==> config.mk <==
export PLATFORM = sky130hd
export DESIGN_NAME = imm_extend_pipe_flat
export DESIGN_NICKNAME = d
export VERILOG_FILES = /design/src/rtl/imm_extend_pipe_if.sv /design/src/rtl/imm_extend_pipe.sv /design/src/flat_wrapper.sv
export SDC_FILE = /design/constraint.sdc
export NUM_CORES = 1
export LEC_CHECK = 0
export BUFFER_PORTS_ARGS = -buffer_cell sky130_fd_sc_hd__buf_2
export CAP_MARGIN = 20
export CORE_UTILIZATION = 50
export DETAILED_ROUTE_END_ITERATION = 16
export GPL_TIMING_DRIVEN = 1
export HOLD_SLACK_MARGIN = 0.1
export PLACE_DENSITY_LB_ADDON = 0.05
export SLEW_MARGIN = 10
export SYNTH_ARGS = -nofsm -noshare
export SYNTH_HDL_FRONTEND = slang
export SYNTH_SLANG_ARGS = --single-unit
==> constraint.sdc <==
create_clock -name CLK -period 1.95 [get_ports CLK]
set_input_delay 0.195 -clock CLK [delete_from_list [all_inputs] [get_ports CLK]]
set_output_delay 0.195 -clock CLK [all_outputs]
set_load 0.005 [all_outputs]
==> src/rtl/imm_extend_pipe_if.sv <==
// -----------------------------------------------------------------------------
// imm_extend_pipe_if
// Handshake bundle between decode (producer), the immediate-extension unit and
// the ALU/PC-target operand muxes (consumer).
//
// Signals:
//   in_valid        producer offers an immediate this cycle
//   in_ready        extension unit can accept an immediate this cycle
//   ExtMode         3-bit extension mode
//   immediate       raw IN_W-bit immediate field
//   in_tag          sideband tag travelling with the immediate
//   out_valid       ExtendImmediate/out_tag/illegal_mode hold a valid result
//   out_ready       consumer takes the result this cycle
//   ExtendImmediate OUT_W-bit extended value
//   out_tag         tag that travels with the result
//   illegal_mode    result came from an unsupported ExtMode
//
// Modports:
//   slave  - the extension unit
//   master - the environment around it (producer and consumer side)
// -----------------------------------------------------------------------------
interface imm_extend_pipe_if #(
  parameter int IN_W  = 16,
  parameter int OUT_W = 32,
  parameter int TAG_W = 5
) ();
  logic             in_valid;
  logic             in_ready;
  logic [2:0]       ExtMode;
  logic [IN_W-1:0]  immediate;
  logic [TAG_W-1:0] in_tag;
  logic             out_valid;
  logic             out_ready;
  logic [OUT_W-1:0] ExtendImmediate;
  logic [TAG_W-1:0] out_tag;
  logic             illegal_mode;

  modport slave (
    input  in_valid, ExtMode, immediate, in_tag, out_ready,
    output in_ready, out_valid, ExtendImmediate, out_tag, illegal_mode
  );

  modport master (
    output in_valid, ExtMode, immediate, in_tag, out_ready,
    input  in_ready, out_valid, ExtendImmediate, out_tag, illegal_mode
  );
endinterface

==> src/rtl/imm_extend_pipe.sv <==
// -----------------------------------------------------------------------------
// imm_extend_pipe
// Pipelined immediate-extension unit for the multi-cycle MIPS datapath.
// Widens an IN_W-bit immediate to OUT_W bits (zero / sign / upper / branch
// offset) and presents it behind a valid/ready handshake. A one-entry skid
// buffer sits beside the output register so consumer stalls never drop or
// duplicate a result; in_ready is registered and never depends on out_ready
// combinationally.
//
// Ports:
//   CLK    rising-edge clock
//   Reset  synchronous, active-high reset
//   bus    imm_extend_pipe_if.slave (handshake, immediate, tag, result)
//
// Mode encodings (ExtMode):
//   000 zero, 001 sign, 010 upper (imm << OUT_W-IN_W),
//   011 branch (sign-extend then << 2), 1xx illegal (result 0, flag set)
// -----------------------------------------------------------------------------
module imm_extend_pipe #(
  parameter int IN_W  = 16,
  parameter int OUT_W = 32,
  parameter int TAG_W = 5
) (
  input  logic              CLK,
  input  logic              Reset,
  imm_extend_pipe_if.slave  bus
);

  function automatic logic [OUT_W-1:0] extend_imm(input logic [2:0]      mode,
                                                  input logic [IN_W-1:0] imm);
    logic [OUT_W-1:0] sx;
    sx = {{(OUT_W-IN_W){imm[IN_W-1]}}, imm};
    case (mode)
      3'b000:  return {{(OUT_W-IN_W){1'b0}}, imm};
      3'b001:  return sx;
      3'b010:  return {imm, {(OUT_W-IN_W){1'b0}}};
      // Top two bits of the sign-extended value fall off the end.
      3'b011:  return {sx[OUT_W-3:0], 2'b00};
      default: return '0;
    endcase
  endfunction

  function automatic logic mode_illegal(input logic [2:0] mode);
    return mode[2];
  endfunction

  // Stage p0: combinational extension of the offered immediate
  logic [OUT_W-1:0] w_ext_p0;
  logic             w_ill_p0;
  logic             w_acc_p0;
  logic             w_out_free;

  // Stage p1: output register and skid buffer
  logic             r_in_ready;
  logic             r_out_vld_p1;
  logic [OUT_W-1:0] r_out_data_p1;
  logic [TAG_W-1:0] r_out_tag_p1;
  logic             r_out_ill_p1;
  logic             r_skid_vld_p1;
  logic [OUT_W-1:0] r_skid_data_p1;
  logic [TAG_W-1:0] r_skid_tag_p1;
  logic             r_skid_ill_p1;

  logic             w_out_vld_nxt;
  logic [OUT_W-1:0] w_out_data_nxt;
  logic [TAG_W-1:0] w_out_tag_nxt;
  logic             w_out_ill_nxt;
  logic             w_skid_vld_nxt;
  logic [OUT_W-1:0] w_skid_data_nxt;
  logic [TAG_W-1:0] w_skid_tag_nxt;
  logic             w_skid_ill_nxt;

  assign w_ext_p0   = extend_imm(bus.ExtMode, bus.immediate);
  assign w_ill_p0   = mode_illegal(bus.ExtMode);
  assign w_acc_p0   = bus.in_valid && r_in_ready;
  assign w_out_free = !r_out_vld_p1 || bus.out_ready;

  always_comb begin
    w_out_vld_nxt   = r_out_vld_p1;
    w_out_data_nxt  = r_out_data_p1;
    w_out_tag_nxt   = r_out_tag_p1;
    w_out_ill_nxt   = r_out_ill_p1;
    w_skid_vld_nxt  = r_skid_vld_p1;
    w_skid_data_nxt = r_skid_data_p1;
    w_skid_tag_nxt  = r_skid_tag_p1;
    w_skid_ill_nxt  = r_skid_ill_p1;

    if (w_out_free) begin
      if (r_skid_vld_p1) begin
        // Older skid entry goes out first; a concurrent accept refills the skid.
        w_out_vld_nxt  = 1'b1;
        w_out_data_nxt = r_skid_data_p1;
        w_out_tag_nxt  = r_skid_tag_p1;
        w_out_ill_nxt  = r_skid_ill_p1;
        w_skid_vld_nxt = w_acc_p0;
        if (w_acc_p0) begin
          w_skid_data_nxt = w_ext_p0;
          w_skid_tag_nxt  = bus.in_tag;
          w_skid_ill_nxt  = w_ill_p0;
        end
      end else begin
        // Empty output keeps its last payload; only valid drops.
        w_out_vld_nxt = w_acc_p0;
        if (w_acc_p0) begin
          w_out_data_nxt = w_ext_p0;
          w_out_tag_nxt  = bus.in_tag;
          w_out_ill_nxt  = w_ill_p0;
        end
      end
    end else if (w_acc_p0) begin
      w_skid_vld_nxt  = 1'b1;
      w_skid_data_nxt = w_ext_p0;
      w_skid_tag_nxt  = bus.in_tag;
      w_skid_ill_nxt  = w_ill_p0;
    end
  end

  always_ff @(posedge CLK) begin
    if (Reset) begin
      r_in_ready    <= 1'b1;
      r_out_vld_p1  <= 1'b0;
      r_out_data_p1 <= '0;
      r_out_tag_p1  <= '0;
      r_out_ill_p1  <= 1'b0;
      r_skid_vld_p1 <= 1'b0;
    end else begin
      // Registered ready: open exactly when the skid will be empty.
      r_in_ready    <= !w_skid_vld_nxt;
      r_out_vld_p1  <= w_out_vld_nxt;
      r_out_data_p1 <= w_out_data_nxt;
      r_out_tag_p1  <= w_out_tag_nxt;
      r_out_ill_p1  <= w_out_ill_nxt;
      r_skid_vld_p1 <= w_skid_vld_nxt;
    end
  end

  // Skid payload is qualified by r_skid_vld_p1, so it needs no reset.
  always_ff @(posedge CLK) begin
    r_skid_data_p1 <= w_skid_data_nxt;
    r_skid_tag_p1  <= w_skid_tag_nxt;
    r_skid_ill_p1  <= w_skid_ill_nxt;
  end

  assign bus.in_ready        = r_in_ready;
  assign bus.out_valid       = r_out_vld_p1;
  assign bus.ExtendImmediate = r_out_data_p1;
  assign bus.out_tag         = r_out_tag_p1;
  assign bus.illegal_mode    = r_out_ill_p1;

endmodule

==> src/flat_wrapper.sv <==
// flat-port wrapper written by rule: the top's interface ports become plain ports
module imm_extend_pipe_flat 
#(
  parameter int IN_W  = 16,
  parameter int OUT_W = 32,
  parameter int TAG_W = 5
)
  (CLK, Reset, bus_in_valid, bus_ExtMode, bus_immediate, bus_in_tag, bus_out_ready, bus_in_ready, bus_out_valid, bus_ExtendImmediate, bus_out_tag, bus_illegal_mode);
  imm_extend_pipe_if #(.IN_W(IN_W), .OUT_W(OUT_W), .TAG_W(TAG_W)) bus_i ();
  input  logic CLK;
  input  logic Reset;
  input wire logic [$bits(bus_i.in_valid)-1:0] bus_in_valid;
  input wire logic [$bits(bus_i.ExtMode)-1:0] bus_ExtMode;
  input wire logic [$bits(bus_i.immediate)-1:0] bus_immediate;
  input wire logic [$bits(bus_i.in_tag)-1:0] bus_in_tag;
  input wire logic [$bits(bus_i.out_ready)-1:0] bus_out_ready;
  output wire logic [$bits(bus_i.in_ready)-1:0] bus_in_ready;
  output wire logic [$bits(bus_i.out_valid)-1:0] bus_out_valid;
  output wire logic [$bits(bus_i.ExtendImmediate)-1:0] bus_ExtendImmediate;
  output wire logic [$bits(bus_i.out_tag)-1:0] bus_out_tag;
  output wire logic [$bits(bus_i.illegal_mode)-1:0] bus_illegal_mode;
  assign bus_i.in_valid = bus_in_valid;
  assign bus_i.ExtMode = bus_ExtMode;
  assign bus_i.immediate = bus_immediate;
  assign bus_i.in_tag = bus_in_tag;
  assign bus_i.out_ready = bus_out_ready;
  assign bus_in_ready = bus_i.in_ready;
  assign bus_out_valid = bus_i.out_valid;
  assign bus_ExtendImmediate = bus_i.ExtendImmediate;
  assign bus_out_tag = bus_i.out_tag;
  assign bus_illegal_mode = bus_i.illegal_mode;
  imm_extend_pipe #(.IN_W(IN_W), .OUT_W(OUT_W), .TAG_W(TAG_W)) u_core (.CLK(CLK), .Reset(Reset), .bus(bus_i));
endmodule
### Word-level counts from Yosys, hierarchy flattened

Cells that the tools add are included.

| storage, ports and cells | value |
|---|---|
| register bits | 79 |
| input bits | 28 |
| output and inout port bits | 40 |
| word-level logic and storage cells | 40 |

| cells by class | value |
|---|---|
| eq/ne operators | 4 |
| mux-type cells | 20 |
| reductions and logical operators | 7 |

Operator list:

| kind | number |
|---|---|
| 2-to-1 mux 32 bit | 5 |
| one-hot mux 32 bit (4 select lines) | 1 |
| 2-to-1 mux 5 bit | 5 |
| 2-to-1 mux 1 bit | 9 |
| equality test 3 x 2 -> 1 bit (second input constant) | 2 |
| equality test 3 x 1 -> 1 bit (second input constant) | 1 |
| logical NOT 3 bit | 1 |
| logical NOT 1 bit | 2 |
| inequality test 2 bit (second input constant) | 1 |
| AND reduction 2 bit | 1 |
| nonzero test 2 bit | 1 |
| logical AND 1 bit | 1 |
| logical OR 1 bit | 1 |

### Longest topological paths before layout

| logic depth | value |
|---|---|
| depth in word-level cells | 5 |
| mapped depth | 6 |
| depth with buffers taken out | 3 |

### Least setup slack after synthesis

Ideal clock, no wire load.

| path | value |
|---|---|
| path kind | register to register |
| start point | reg u_core.r_skid_vld_p1 |
| end point | reg u_core.r_skid_data_p1[0], enable pin |
| setup time | 0.393 ns |
| data arrival time | 1.674 ns |
| path slack | -0.117 ns |
| cell stages (with the launch flop) | 5 |
| path buffers | 2 |
| period minus slack after synthesis | 2.067 ns |
| path through | dfxtp_1 buf_2 buf_4 o21bai_1 inv_1 |

| between the ends | value |
|---|---|
| longest elaborated chain between the ends | 1 |

Ends and longest elaborated chain:

| what | line | source |
|---|---|---|
| start, declared | imm_extend_pipe.sv:59 | `logic r_skid_vld_p1;` |
| start signal, assigned | imm_extend_pipe.sv:133 | `r_skid_vld_p1 <= w_skid_vld_nxt;` |
| inequality test 2 bit (no source line) | - |  |
| end signal, assigned | imm_extend_pipe.sv:139 | `r_skid_data_p1 <= w_skid_data_nxt;` |
| end, declared | imm_extend_pipe.sv:60 | `logic [OUT_W-1:0] r_skid_data_p1;` |

No other way between the ends.
A chain may end at the register's enable or synchronous reset.

### Worst setup path in the final report

| path | value |
|---|---|
| start point | reg u_core.r_out_vld_p1 (netlist: u_core.bus.out_valid) |
| end point | reg u_core.r_skid_data_p1[15], enable pin |

| between the ends | value |
|---|---|
| longest elaborated chain between the ends | 3 |

Ends and longest elaborated chain:

| what | line | source |
|---|---|---|
| start, declared | imm_extend_pipe.sv:55 | `logic r_out_vld_p1;` |
| start signal, assigned | imm_extend_pipe.sv:129 | `r_out_vld_p1 <= w_out_vld_nxt;` |
| logical NOT 1 bit | imm_extend_pipe.sv:76 | `assign w_out_free = !r_out_vld_p1 \|\| bus.out_ready;` |
| logical OR 1 bit | imm_extend_pipe.sv:76 |  |
| inequality test 2 bit (no source line) | - |  |

No other way between the ends.

==> flow_summary.yaml <==
run_status:
  status: "finished, final reports clean"
place:
  post_dp_cell_area_um2: 4230
  gp_congestion: 0.799
  pre_cts_ws_ns: 0.368
  port_buffers: 67
  hpwl_um: 6080
sta:
  fmax_mhz: 619
  tightestPinTransition_ns: 0.583
  finalClockSkew_ns: 0.00823
  rsz0062_at_grt: "false"
  hold_viol_final: 0
  slew_headroom_pct: 61.0
  drv_slew: 0
  setup_slack_ns: 0.334
  period_share_pct: 82.9
  finalSetupViolations: 0
  post-route-min-period_ns: 1.62
  fin_tns_setup_ns: 0
critical_path:
  endpoint_kind: "flip-flop"
  crit_type: "flip-flop to flip-flop"
  arrival_ns: 1.64
  cp_cell_sequence: "nor2b_1 -> o21bai_2 -> clkinvlp_4 -> buf_4"
  path_delay_family: "simple AND/OR/NAND/NOR gates"
  slowest_delay_ns: 0.42
  required_ns: 1.98
  cp_num_buf_inv: 2
  cp_max_fo: 17
  critical-path-slowest-cell: "nor2b_1"
  start_kind: "flip-flop"
synthesis:
  synth_nets: 402
  seq_area_frac_synth_pct: 52.2
  synth-seq-cells: 79
  synth.top_cell.area_share_pct: 30.4
  synth_area_leader_cell: "edfxtp_1"
  avgSynthCellArea_um2: 10.0
  syn_area_um2: 3760
  ys_types: 31
  synthTopCellsByArea: "edfxtp_1, dfxtp_1, a21oi_1, nor2b_1, a211oi_1"
  syn_inst: 374
  yosys_warnings: 0
detailed_routing:
  vias_per_cell: 5.62
  wl_per_cell_um: 17.5
  drc: 0
  wirelength_um: 9510
  drt_iter0_markers: 222
  firstDrtPassIters: 4
  vias: 3059
  ant_nets: 0
cells_and_area:
  area_delta_synth_final_pct: 19.2
  final_cell_mix: "a21oi_1, buf_2, dfxtp_1, edfxtp_1, nor2_1"
  antenna_cells: 0
  fin_nets: 468
  final_common_cell: "a21oi_1"
  design_area_um2: 4480
  drive_gt1_share_pct: 27.4
clock_network:
  root_buffer: "clkbuf_8"
  clk_latency_ns: 0.34
  cts.sinks: 79
  clk_pin_slew_worst_paths_ns: 0.08
  cts_resized: 0
  htree_levels: 3
  post_cts_buffers: 0
  cts_made_buffers: 9
  cts_tree: "done"
  hold_buffers: 5
  clockBufferDepth: 2
die:
  io_pins: 68
  die-area_um2: 7870
  row_count: 31
  core_um2: 7250
  die_h_um: 88.7
  start_util_pct: 51.8
  die_w_um: 88.7
global_route:
  grt_first_pass_wirelength_um: 15100
  grt_max_degree: 36
  grt_use_total_pct: 25.8
  grt_antenna_before_repair: 0
  overflow: 0
  grt_pass1_vias: 2789
power_and_ir_drop:
  power.density_nw_per_um2: 805
  p_leak_uw: 0.00166
  irDropWorstVdd_uv: 407
job:
  drv_cap: 0
hold_path:
  hold_class: "primary input to flip-flop"
==> cell usage after synthesis <==
cell	number
nand4bb_1	1
edfxtp_1	38
nand2_1	5
o41ai_1	14
a21oi_2	1
a21oi_1	82
o21bai_1	1
and2_0	1
inv_1	1
mux2_2	1
or4b_1	1
nor2_1	33
o32ai_2	10
buf_2	12
buf_6	1
clkbuf_1	20
a22oi_1	1
a211oi_1	22
nor2b_1	30
mux2i_1	8
dfxtp_1	41
or3_1	1
a21o_1	3
nand2b_1	15
nor3b_1	3
and2_1	1
o21ai_0	14
buf_1	4
buf_4	2
o32ai_1	4
a311oi_1	3
==> worst min-delay path: stages <==
cell and delay, ns:
buf_2 0.12, nand2_1 0.08, a21oi_1 0.07
==> logic make-up (layout without fill, tap and decap cells) <==
| group | Yosys count | count (layout) | synth area share [%] |
|---|---|---|---|
| AO/OA/AOI/OAI | 155 | 155 | 27.6 |
| AND/OR/NAND/NOR | 91 | 91 | 12.9 |
| flip-flops | 79 | 79 | 52.2 |
| buffers and inverters | 40 | 111 | 4.79 |
| multiplexers | 9 | 9 | 2.43 |
==> path summary, 6_finish.rpt <==
check / startpoint / endpoint / slack, ns / cells after the start
setup / recovery: u_core.bus.out_valid / u_core.r_skid_data_p1[15] / 0.33 / 4
hold / removal: bus_in_valid / u_core.bus.out_valid / 0.17 / 3
setup reg to reg: u_core.bus.out_valid / u_core.r_skid_data_p1[15] / 0.33 / 4
hold reg to reg: u_core.bus.ExtendImmediate[27] / u_core.bus.ExtendImmediate[27] / 0.51 / 2
==> routing by layer <==
layer / share of wire [%] / vias up / global-route usage (%) / wire length, um
li1: - / 1525 / - / -
met2: 46 / 72 / 39.2 / 4410
met5: 0 / - / 0 / 0
met4: 0.92 / 0 / 8.80 / 87
met1: 49 / 1458 / 37.6 / 4620
met3: 4.0 / 4 / 3.92 / 384
==> layout make-up <==
type	instances	area [um2]
repair buffers	94	563
clock buffers	9	124
multi-input cells	255	1630
clock inverters	7	73.8
flip-flops and latches	79	1960
well taps	99	124
fillers	644	2770
inverters	1	7.51
==> report_power, final <==
| group | leakage [uW] | switching, uW | total [uW] | internal (uW) |
|---|---|---|---|---|
| Combinational | 0.000877 | 325 | 540 | 215 |
| Clock | 0.0000992 | 625 | 1220 | 594 |
| Sequential | 0.000686 | 30.3 | 1850 | 1820 |
==> state kept, by name, summed over array words and instances (netlist names) <==
signal / count
u_core.r_skid_tag_p1: 5
u_core.bus.illegal_mode: 1
u_core.bus.in_ready: 1
u_core.r_skid_vld_p1: 1
u_core.r_skid_ill_p1: 1
u_core.bus.out_valid: 1
u_core.r_skid_data_p1: 32
u_core.bus.ExtendImmediate: 32
u_core.bus.out_tag: 5
==> per-stage QoR <==
| step | total power (uW) | cells | hold slack (ns) | utilization (%) |
|---|---|---|---|---|
| after floorplan | 2210 | 374 | 0.294 | - |
| after global placement | 2410 | 523 | 0.393 | 58.4 |
| after detailed placement | 2410 | 523 | 0.394 | 58.4 |
| after CTS | 3630 | 544 | 0.163 | 61.8 |
| after global routing | 3780 | 544 | 0.192 | 61.8 |
| final | 3610 | 544 | 0.174 | 61.8 |
No activity file was read; power rests on OpenSTA's default activity.
